===== src/rtl/servo_pkg.sv =====
// Shared servo PWM constants and the position-to-pulse-width conversion,
// used by the capture logic and by anything that needs to predict pulse widths.
package servo_pkg;

   localparam int TICK_DIV_DEF     = 50;
   localparam int PERIOD_TICKS_DEF = 20000;
   localparam int MIN_TICKS_DEF    = 500;
   localparam int MAX_TICKS_DEF    = 2500;
   localparam int SCALE_DEF        = 8;
   localparam int POS_WIDTH_DEF    = 8;

   // Signed 32-bit math covers MIN + pos*SCALE + trim for any sane parameter set.
   function automatic int pos_to_ticks(input int pos, input int trim,
                                       input int min_ticks, input int max_ticks,
                                       input int scale);
      int raw;
      raw = min_ticks + pos * scale + trim;
      if (raw > max_ticks) begin
         raw = max_ticks;
      end else if (raw < min_ticks) begin
         raw = min_ticks;
      end
      return raw;
   endfunction

endpackage


===== src/rtl/servo_tick_gen.sv =====
// Timebase for the servo PWM: clk prescaler to timer ticks, tick counter per
// frame, and the one-clock frame_start strobe.
module servo_tick_gen #(
   parameter  int TICK_DIV     = 50,
   parameter  int PERIOD_TICKS = 20000,
   localparam int PW           = (TICK_DIV > 1) ? $clog2(TICK_DIV) : 1,
   localparam int TW           = $clog2(PERIOD_TICKS + 1)
) (
   input  logic          clk,
   input  logic          rst,
   output logic          tick,
   output logic [TW-1:0] period_cnt,
   output logic          frame_start
);

   logic [PW-1:0] prescaler_q, prescaler_d;
   logic [TW-1:0] period_cnt_q, period_cnt_d;

   // NOTE: every signal gets a default before any branch, so no latch is inferred.
   always_comb begin
      tick         = (prescaler_q == PW'(TICK_DIV - 1));
      prescaler_d  = tick ? '0 : prescaler_q + 1'b1;
      period_cnt_d = period_cnt_q;
      if (tick) begin
         period_cnt_d = (period_cnt_q == TW'(PERIOD_TICKS - 1)) ? '0 : period_cnt_q + 1'b1;
      end
   end

   // NOTE: state updates use non-blocking assignments so all flops see pre-edge values.
   always_ff @(posedge clk) begin
      if (!rst) begin
         prescaler_q  <= '0;
         period_cnt_q <= '0;
      end else begin
         prescaler_q  <= prescaler_d;
         period_cnt_q <= period_cnt_d;
      end
   end

   assign period_cnt  = period_cnt_q;
   assign frame_start = rst & (prescaler_q == '0) & (period_cnt_q == '0);

endmodule


===== src/rtl/servo_pwm_gen.sv =====
// Per-channel servo PWM generator: captures a position, applies it at the next
// frame boundary and drives a registered pulse. Define SERVO_PWM_TRIM_EN to add the trim input.
module servo_pwm_gen
   import servo_pkg::*;
#(
   parameter  int TICK_DIV     = TICK_DIV_DEF,
   parameter  int PERIOD_TICKS = PERIOD_TICKS_DEF,
   parameter  int MIN_TICKS    = MIN_TICKS_DEF,
   parameter  int MAX_TICKS    = MAX_TICKS_DEF,
   parameter  int SCALE        = SCALE_DEF,
   parameter  int POS_WIDTH    = POS_WIDTH_DEF,
   localparam int TW           = $clog2(PERIOD_TICKS + 1)
) (
   input  logic                 clk,
   input  logic                 rst,
   input  logic                 pos_valid,
   input  logic [POS_WIDTH-1:0] pos_in,
   input  logic                 servo_en,
`ifdef SERVO_PWM_TRIM_EN
   input  logic signed [7:0]    trim,
`endif
   output logic                 pwm_out,
   output logic                 frame_start,
   output logic                 pending
);

   logic [TW-1:0] period_cnt;
   logic          tick_unused;

   logic [TW-1:0] cap_ticks;
   logic [TW-1:0] pending_ticks_q, pending_ticks_d;
   logic [TW-1:0] active_ticks_q, active_ticks_d;
   logic          pending_q, pending_d;
   logic          pwm_q, pwm_d;

   servo_tick_gen #(
      .TICK_DIV     (TICK_DIV),
      .PERIOD_TICKS (PERIOD_TICKS)
   ) u_tick_gen (
      .clk         (clk),
      .rst         (rst),
      .tick        (tick_unused),
      .period_cnt  (period_cnt),
      .frame_start (frame_start)
   );

   always_comb begin
`ifdef SERVO_PWM_TRIM_EN
      cap_ticks = TW'(pos_to_ticks(int'(pos_in), int'(trim), MIN_TICKS, MAX_TICKS, SCALE));
`else
      cap_ticks = TW'(pos_to_ticks(int'(pos_in), 0, MIN_TICKS, MAX_TICKS, SCALE));
`endif
      pending_ticks_d = pos_valid ? cap_ticks : pending_ticks_q;
      pending_d       = pending_q | pos_valid;
      active_ticks_d  = active_ticks_q;
      if (frame_start) begin
         pending_d = 1'b0;
         if (pos_valid) begin
            active_ticks_d = cap_ticks;
         end else if (pending_q) begin
            active_ticks_d = pending_ticks_q;
         end
      end
      // Compare against the width this frame will use, so a width loaded on
      // frame_start already governs the first pulse clock.
      pwm_d = servo_en & (period_cnt < active_ticks_d);
   end

   always_ff @(posedge clk) begin
      if (!rst) begin
         pending_ticks_q <= '0;
         active_ticks_q  <= '0;
         pending_q       <= 1'b0;
         pwm_q           <= 1'b0;
      end else begin
         pending_ticks_q <= pending_ticks_d;
         active_ticks_q  <= active_ticks_d;
         pending_q       <= pending_d;
         pwm_q           <= pwm_d;
      end
   end

   assign pwm_out = pwm_q;
   assign pending = pending_q;

endmodule


===== config.mk =====
export PLATFORM = sky130hd
export DESIGN_NAME = servo_pwm_gen
export DESIGN_NICKNAME = d
export VERILOG_FILES = /design/src/rtl/servo_pkg.sv /design/src/rtl/servo_tick_gen.sv /design/src/rtl/servo_pwm_gen.sv
export SDC_FILE = /design/constraint.sdc
export NUM_CORES = 1
export LEC_CHECK = 0
export CAP_MARGIN = 20
export CORE_MARGIN = 3
export CORE_UTILIZATION = 36
export CTS_CLUSTER_DIAMETER = 80
export DETAILED_ROUTE_END_ITERATION = 6
export HOLD_SLACK_MARGIN = 0.06
export PLACE_DENSITY = 0.57
export SYNTH_ARGS = -nofsm -noshare
export SYNTH_HDL_FRONTEND = slang
export SYNTH_SLANG_ARGS = --single-unit

===== constraint.sdc =====
create_clock -name clk -period 3.1 [get_ports clk]
set_input_delay 0.62 -clock clk [delete_from_list [all_inputs] [get_ports clk]]
set_output_delay 0.62 -clock clk [all_outputs]
set_load 0.1 [all_outputs]

Word-level counts from Yosys, hierarchy flattened
Cells that the tools add are included.
{"block": "classes", "add_sub_neg": 3, "order_cmp": 3, "n_eq_ne": 2, "mux": 6, "bitwise_logic": 5, "n_reduce_logical": 4}
{"operator": "$mux W15", "count": 4}
{"operator": "$mux W12", "count": 2}
{"operator": "$add A15 B1 Y15 const B", "count": 1}
{"operator": "$eq A15 B15 Y1 const B", "count": 1}
{"operator": "$logic_not A15 Y1", "count": 1}
{"operator": "$lt A15 B15 Y1", "count": 1}
{"operator": "$add A9 B11 Y12 const A", "count": 1}
{"operator": "$gt A12 B12 Y1 const B", "count": 1}
{"operator": "$lt A12 B9 Y1 const B", "count": 1}
{"operator": "$add A6 B1 Y6 const B", "count": 1}
{"operator": "$eq A6 B6 Y1 const B", "count": 1}
{"operator": "$logic_not A6 Y1", "count": 1}
{"operator": "$reduce_or A2 Y1", "count": 2}
{"operator": "$and A1 B1 Y1", "count": 3}
{"operator": "$not A1 Y1", "count": 1}
{"operator": "$or A1 B1 Y1", "count": 1}
{"block": "totals", "ff_bits": 53, "in_bits": 12, "wordCells": 29}

Logic depth before layout (Yosys ltp)
Gate-level depths: netlist (run 1).
{"block": "logic_depth", "word_depth": 8, "depth_mapped": 13, "depth_no_buf": 13}

Modules after synthesis
From an unflattened synthesis (run 1), not the netlist that was laid out.
{"block": "unflattened", "cells_unflattened": 321, "area_unflattened_um2": 2757.6}
{"module": "servo_pwm_gen", "instances": 1, "cells_each": 198, "area_per_inst_um2": 1671.6, "seq_area_each_um2": 540.5}
{"module": "servo_tick_gen", "instances": 1, "cells_each": 123, "area_per_inst_um2": 1086.0, "seq_area_each_um2": 420.4}

Least setup slack after synthesis (run 1)
OpenSTA, ideal clock, no wires.
{"block": "synth_path", "path_type": "reg2reg", "start": "reg u_tick_gen.period_cnt_q[5] (netlist: u_tick_gen.period_cnt[5])", "end": "reg pwm_q (netlist: pwm_out)", "setup_time_ns": 0.065, "arrival_time_ns": 4.632, "path_slack_ns": -1.597, "path_stages_with_launch": 11, "period_less_slack_ns": 4.697, "cell_sequence": "dfxtp_1 -> or4_1 -> or3_1 -> buf_6 -> nor3_1 -> a31o_2 -> ha_1 -> and4_1 -> a221oi_1 -> o221ai_1 -> nor2_1"}
{"block": "synth_via", "elab_chain_cells": 5}
{"element": "start: declaration", "line": "servo_tick_gen.sv:17", "text": "logic [TW-1:0] period_cnt_q, period_cnt_d;"}
{"element": "start signal: assignment", "line": "servo_tick_gen.sv:36", "text": "period_cnt_q <= period_cnt_d;"}
{"element": "$logic_not A15 Y1", "line": "servo_tick_gen.sv:41", "text": "assign frame_start = rst & (prescaler_q == '0) & (period_cnt_q == '0);"}
{"element": "$and A1 B1 Y1", "line": "servo_tick_gen.sv:41"}
{"element": "via frame_start", "line": "servo_pwm_gen.sv:23", "text": "output logic frame_start,"}
{"element": "$mux W15", "line": "servo_pwm_gen.sv:56", "text": "if (frame_start) begin"}
{"element": "$lt A15 B15 Y1", "line": "servo_pwm_gen.sv:66", "text": "pwm_d = servo_en & (period_cnt < active_ticks_d);"}
{"element": "$and A1 B1 Y1", "line": "servo_pwm_gen.sv:66"}
{"element": "end signal: assignment", "line": "servo_pwm_gen.sv:79", "text": "pwm_q <= pwm_d;"}
{"element": "end: declaration", "line": "servo_pwm_gen.sv:34", "text": "logic pwm_q, pwm_d;"}
The timed path passes the listed nets, and every way through them passes these cells.
A chain may end at the register's enable or synchronous reset.

Final worst setup path (run 1)
{"block": "layout_path", "start": "reg u_tick_gen.period_cnt_q[8] (netlist: u_tick_gen.period_cnt[8])", "end": "reg pwm_q (netlist: pwm_out)"}
{"block": "layout_via", "elab_chain_cells": 5}
{"element": "$logic_not A15 Y1", "line": "servo_tick_gen.sv:41"}
{"element": "$and A1 B1 Y1", "line": "servo_tick_gen.sv:41"}
{"element": "$mux W15", "line": "servo_pwm_gen.sv:56"}
{"element": "$lt A15 B15 Y1 (*)", "line": "servo_pwm_gen.sv:66"}
{"element": "$and A1 B1 Y1 (*)", "line": "servo_pwm_gen.sv:66"}
Mark *: on every way between the ends. The rest lies on a longest branch, timed or not.

==> results.json, run 1 <==
{
  "relSlewSlack_pct": 37.1,
  "grt_max_degree": 19,
  "whs_ns": 0.478,
  "fillers": 726,
  "place_worst_setup_slack_ns": -0.549,
  "clock_latency_ns": 0.30,
  "period_minus_slack_ns": 3.00,
  "cts_tree": "yes",
  "async_reset_ff_share_pct": 0,
  "p_leak_nw": 1.61,
  "outcome": "complete, no violations",
  "r2r_start": "u_tick_gen.period_cnt[8]",
  "dr_total_vias": 2768,
  "cts_buffers": 5,
  "dp_hpwl_um": 5690,
  "finalSetupViolations": 0,
  "num_antenna_cells": 0,
  "portBuffers": 14,
  "drt_iter0_drc": 68,
  "wl_um": 7660,
  "grt_pass1_wl_um": 12800,
  "synthCells": 342,
  "start_kind": "flip-flop",
  "hold_violations": 0,
  "maxCapViolCount": 0,
  "start_util_pct": 37.9,
  "finalPower_mw": 1.40,
  "track_usage_pct": 17.9,
  "critPathMaxFanout": 5,
  "setup_tns_ns": 0,
  "synth_seq_cells": 48,
  "syn_to_final_growth_pct": 37.5,
  "syn_nets": 374,
  "path_class": "reg2reg",
  "avgSynthCellArea_um2": 8.25,
  "min_path_type": "reg2reg",
  "final_cells": 514,
  "synthFlopType": "dfxtp_1",
  "worstMarginPinSlew_ns": 0.930,
  "vias_per_cell": 5.39,
  "yosysSeqAreaShare_pct": 34.0,
  "io_pins": 15,
  "netlist-cell-type-count": 58,
  "synth_area_mm2": 0.00282,
  "max-vdd-ir-drop_mv": 0.249,
  "design.die.area_mm2": 0.00894,
  "drive_above_1_share_pct": 30.4,
  "grt_pass1_vias": 2733,
  "clock.fmax_ghz": 0.333,
  "cts.sinks": 48,
  "final_cell_mix": "64 x buf_4, 45 x nor2_1, 45 x dfxtp_1",
  "core_area_mm2": 0.00745,
  "timing.final.crit_share_pct": 96.9,
  "grt.overflow.total": 0,
  "clk_pin_slew_worst_paths_ns": 0.09,
  "synth_area_leader_cell": "dfxtp_1",
  "synth_edf_count": 0,
  "synthTopCellsByArea": "dfxtp_1 34%, ha_1 8.9%, nor2_1 6.1%, nand2_1 4.1%, xnor2_1 3.4%",
  "synth_top_area_share_pct": 34.0,
  "rows": 31,
  "skew_ns": 0.00439,
  "cts_max_level": 2,
  "drv_slew": 0,
  "die_height_um": 94.6,
  "arrival_ns": 3.19,
  "cts_root_buffer": "clkbuf_8",
  "first_pass_iters": 4,
  "gp_congestion": 0.872,
  "fin_ws_ns": 0.0972,
  "drc": 0,
  "end_kind": "flip-flop",
  "cts_buffer_depth": 2,
  "wl_per_cell_um": 14.9,
  "fp.dieW_um": 94.6,
  "p_per_area_mw_per_mm2": 360,
  "required_ns": 3.29,
  "crit_path_start": "u_tick_gen.period_cnt[8]",
  "antenna_found_initial": 0,
  "finalNetCount": 446,
  "final_common_cell": "buf_4",
  "yosysWarnings": 0,
  "hold_start": "pending_ticks_q[2]",
  "ant_nets": 0,
  "dp_cells": 503
}
-- cell type report --
cell class	instances	area (µm²)	share of cell area, %
Multi-Input combinational cell	267	1990	51.4
Sequential cell	48	965	24.9
Timing Repair Buffer	78	651	16.8
Tap cell	99	124	3.19
Clock buffer	7	86.3	2.23
Inverter	14	52.6	1.35
Clock inverter	1	7.51	0.193
-- per-layer routing --
layer / share of wire (%) / track usage (%) / wire length, µm / vias to the layer above
li1: - / - / - / 1387
met1: 46 / 22.8 / 3560 / 1335
met2: 49 / 31.7 / 3780 / 40
met3: 3.1 / 2.63 / 236 / 6
met4: 1.1 / 4.57 / 87 / 0
met5: 0 / 0 / 0 / -
-- sequential cells by signal, indices dropped and copies added, names as in the netlist --
signal,cells
u_tick_gen.period_cnt,15
active_ticks_q,15
pwm_out,1
u_tick_gen.prescaler_q,6
pending,1
pending_ticks_q,10
-- report_power, final --
part           internal (mW)  switching [mW]
Sequential             0.640          0.0181
Combinational          0.164           0.187
Clock                  0.182           0.206
-- worst max-delay path, cell delays in order, from the launching register on --
cell and delay, ns:
dfxtp_2 0.33, or4_4 0.52, or3_4 0.43, buf_6 0.16
o31ai_1 0.23, a221oi_1 0.09, buf_4 0.16, ha_1 0.30
nand4_1 0.10, or3_4 0.35, a211oi_2 0.15, nor2_1 0.07
-- metrics by stage --
stage,util [%],area [µm²]
after floorplan,-,2840
after CTS,49.9,3720
after global routing,52.1,3880
after global placement,46.9,3490
final,52.1,3880
after detailed placement,46.9,3490
-- cells in the mapped netlist, types with 3 or more instances --
cell type / number
a211oi_1: 7
a21o_1: 3
a21oi_1: 14
a221oi_1: 4
a31oi_1: 3
and3_1: 11
clkbuf_1: 9
dfxtp_1: 48
ha_1: 20
inv_1: 13
mux2i_1: 3
nand2_1: 31
nand3_1: 14
nand4_1: 11
nor2_1: 46
nor2b_1: 4
nor3_1: 14
nor3b_1: 4
nor4_1: 4
o211ai_1: 4
o21a_1: 4
o21ai_0: 6
xnor2_1: 11
xor2_1: 7
-- path summary, 6_finish.rpt --
| kind | endpoint | slack (ns) | cells past startpoint |
|---|---|---|---|
| setup / recovery | pwm_out | 0.1 | 11 |
| hold / removal | pending_ticks_q[2] | 0.48 | 2 |
| setup reg to reg | pwm_out | 0.1 | 11 |
| hold reg to reg | pending_ticks_q[2] | 0.48 | 2 |
-- cell families after synthesis --
kind of cell               share of synthesized area [%]
and+or+nand+nor                                     28.7
AOI/OAI and AO/OA                                   16.8
DFF                                                 34.0
buffers and inverters                               4.61
adders and majority gates                           8.87
xor gates and xnor gates                            5.59
muxes                                               1.46
-- timing repair --
item | 4_1_cts | 5_1_grt
endpoints found under the setup margin | 1 | 1
pin swaps | 13 | 18
resized for setup | 22 | 37
hold buffers | 0 | 0
buffers inserted | 2 | 1
Power figures use the tool's default switching activity.
==> run 2: changes to the inputs <==
--- a/config.mk
+++ b/config.mk
@@ -14,4 +14,5 @@
 export PLACE_DENSITY = 0.57
 export SYNTH_ARGS = -nofsm -noshare
 export SYNTH_HDL_FRONTEND = slang
+export SYNTH_HIERARCHICAL = 1
 export SYNTH_SLANG_ARGS = --single-unit
==> results.json, run 2 <==
{
  "arrival_ns": 3.23,
  "synthFlopType": "dfxtp_1",
  "final_cell_mix": "78 x buf_4, 48 x dfxtp_1, 36 x nor2_1",
  "synthTopCellsByArea": "dfxtp_1 35%, ha_1 9.1%, nor2_1 4.9%, xnor2_1 3.2%, nand2_1 3.1%",
  "timing.final.crit_share_pct": 97.0,
  "syn_nets": 353,
  "avgSynthCellArea_um2": 8.59,
  "synth_seq_cells": 48,
  "final_common_cell": "buf_4",
  "grt_pass1_vias": 2682,
  "clock.fmax_ghz": 0.332,
  "gp_congestion": 0.858,
  "utilization_pct": 51.6,
  "grt.overflow.total": 0,
  "track_usage_pct": 17.2,
  "portBuffers": 14,
  "die_height_um": 93.5,
  "dp_hpwl_um": 5200,
  "synthAdderAreaFrac_pct": 9.07,
  "netlist-cell-type-count": 57,
  "required_ns": 3.32,
  "ctsHoldBuffers": 0,
  "skew_ns": 0.00923,
  "hold_start": "active_ticks_q[14]",
  "r2r_start": "u_tick_gen/period_cnt[0]",
  "path_class": "in2reg",
  "max-vdd-ir-drop_mv": 0.235,
  "synth_top_area_share_pct": 34.8,
  "synth-simple-area-share_pct": 25.8,
  "maxCapViolCount": 0,
  "p_leak_nw": 1.54,
  "crit_path_start": "pos_in[3]",
  "grt_pass1_wl_um": 12300,
  "cts.sinks": 48,
  "antenna_found_initial": 0,
  "start_kind": "input port",
  "async_reset_ff_share_pct": 0,
  "wl_um": 7210,
  "drive_above_1_share_pct": 30.8,
  "synthMuxAreaShare_pct": 2.59,
  "synth_area_mm2": 0.00276,
  "start_util_pct": 37.6,
  "synth_area_leader_cell": "dfxtp_1",
  "drv_slew": 0,
  "cts_buffers": 5,
  "synth_xor_xnor_area_share_pct": 4.76,
  "ys_top_cells_by_count": "48 x dfxtp_1, 36 x nor2_1, 23 x nand2_1",
  "grt_max_degree": 18,
  "finalSetupViolations": 0,
  "period_minus_slack_ns": 3.01,
  "wl_per_cell_um": 14.2,
  "ant_nets": 0,
  "clock_latency_ns": 0.30,
  "fillers": 687,
  "vias_per_cell": 5.22,
  "synth_compound_area_share_pct": 18.3,
  "rows": 31,
  "dr_total_vias": 2652,
  "synth.most_common_cell": "dfxtp_1",
  "io_pins": 15,
  "core_area_mm2": 0.00733,
  "hold_violations": 0,
  "finalPower_mw": 1.38,
  "cts_root_buffer": "clkbuf_8",
  "cts_tree": "yes",
  "outcome": "complete, no violations",
  "drc": 0,
  "cts_buffer_depth": 2,
  "end_kind": "flip-flop",
  "min_path_type": "reg2reg",
  "design.die.area_mm2": 0.00875,
  "fp.dieW_um": 93.5,
  "synthCells": 321,
  "worstMarginPinSlew_ns": 0.527,
  "synth_edf_count": 0,
  "synth_top_family_by_area": "simple AND/OR/NAND/NOR gates",
  "drt_iter0_drc": 93,
  "p_per_area_mw_per_mm2": 365,
  "relSlewSlack_pct": 64.9,
  "yosysSeqAreaShare_pct": 34.8,
  "num_antenna_cells": 0,
  "cts_max_level": 2,
  "yosysWarnings": 6,
  "syn_to_final_growth_pct": 37.3,
  "finalNetCount": 440,
  "critPathMaxFanout": 4,
  "clk_pin_slew_worst_paths_ns": 0.09,
  "first_pass_iters": 4
}
[run 2: cell count changes after synthesis, moves of 4 or more]
cell / delta
nor3_1: -6
nor2_1: -10
nand2_1: -8
a221oi_1: -4
o22ai_1: +5
clkbuf_1: -4
o21ai_0: +11
nor3b_1: -4
and3_1: -7
[run 2: kinds of logic after synthesis]
logic type      Yosys count
flops                    48
simple gates            132
mux                       7
fa+ha+maj                20
buf+inv                  26
compound gates           73
xor+xnor                 15
[run 2: metrics by stage]
step / setup slack [ns] / cell area, µm² / setup TNS [ns] / cells / hold slack (ns)
floorplan: -0.235 / 2800 / -0.235 / 321 / 0.422
global placement: -0.700 / 3410 / -0.700 / 476 / 0.441
detailed placement: -0.791 / 3410 / -0.791 / 476 / 0.446
CTS: 0.00427 / 3740 / 0 / 507 / 0.459
global route: -0.0320 / 3790 / -0.0320 / 508 / 0.480
finish: 0.0915 / 3790 / 0 / 508 / 0.455
[run 2: cell type report]
cell class	instances	area, µm²	area share (%)
Multi-Input combinational cell	247	1800	47.6
Sequential cell	48	961	25.4
Timing Repair Buffer	93	754	19.9
Tap cell	99	124	3.27
Clock buffer	7	86.3	2.28
Inverter	13	51.3	1.35
Clock inverter	1	7.51	0.198
[run 2: critical path, stage by stage]
cell      delay, ns
buf_6          0.10
or3_1          0.38
or3_4          0.34
a2111o_1       0.44
buf_6          0.16
nand3_4        0.07
o211ai_1       0.09
ha_1           0.32
a21o_1         0.16
a21o_1         0.15
a21oi_2        0.12
o211ai_1       0.11
a41oi_1        0.16
[run 2: metal layers]
layer	routed length (µm)	track usage, %
met1	3360	21.9
met3	301	3.62
met2	3490	30.4
met5	0	0
met4	54	2.81
[run 2: repair_timing]
| action | CTS | global route |
|---|---|---|
| setup endpoints to repair | 1 | 2 |
| resized for setup | 35 | 16 |
| pin swaps | 22 | 13 |
| endpoints found under the hold margin | 0 | 0 |
| setup buffers | 23 | 1 |
| gates cloned | 0 | 0 |
[run 2: final timing paths]
check	end	slack, ns	cells past startpoint
min reg2reg	active_ticks_q[14]	0.45	2
min	active_ticks_q[14]	0.45	2
max	pwm_out	0.09	13
max reg2reg	pwm_out	0.10	16
[run 2: power breakdown]
part           total (mW)  internal [mW]  switching [mW]  leakage [nW]
sequential          0.658          0.641          0.0165         0.391
combinational       0.338          0.169           0.169          1.11
clock               0.386          0.182           0.205        0.0445
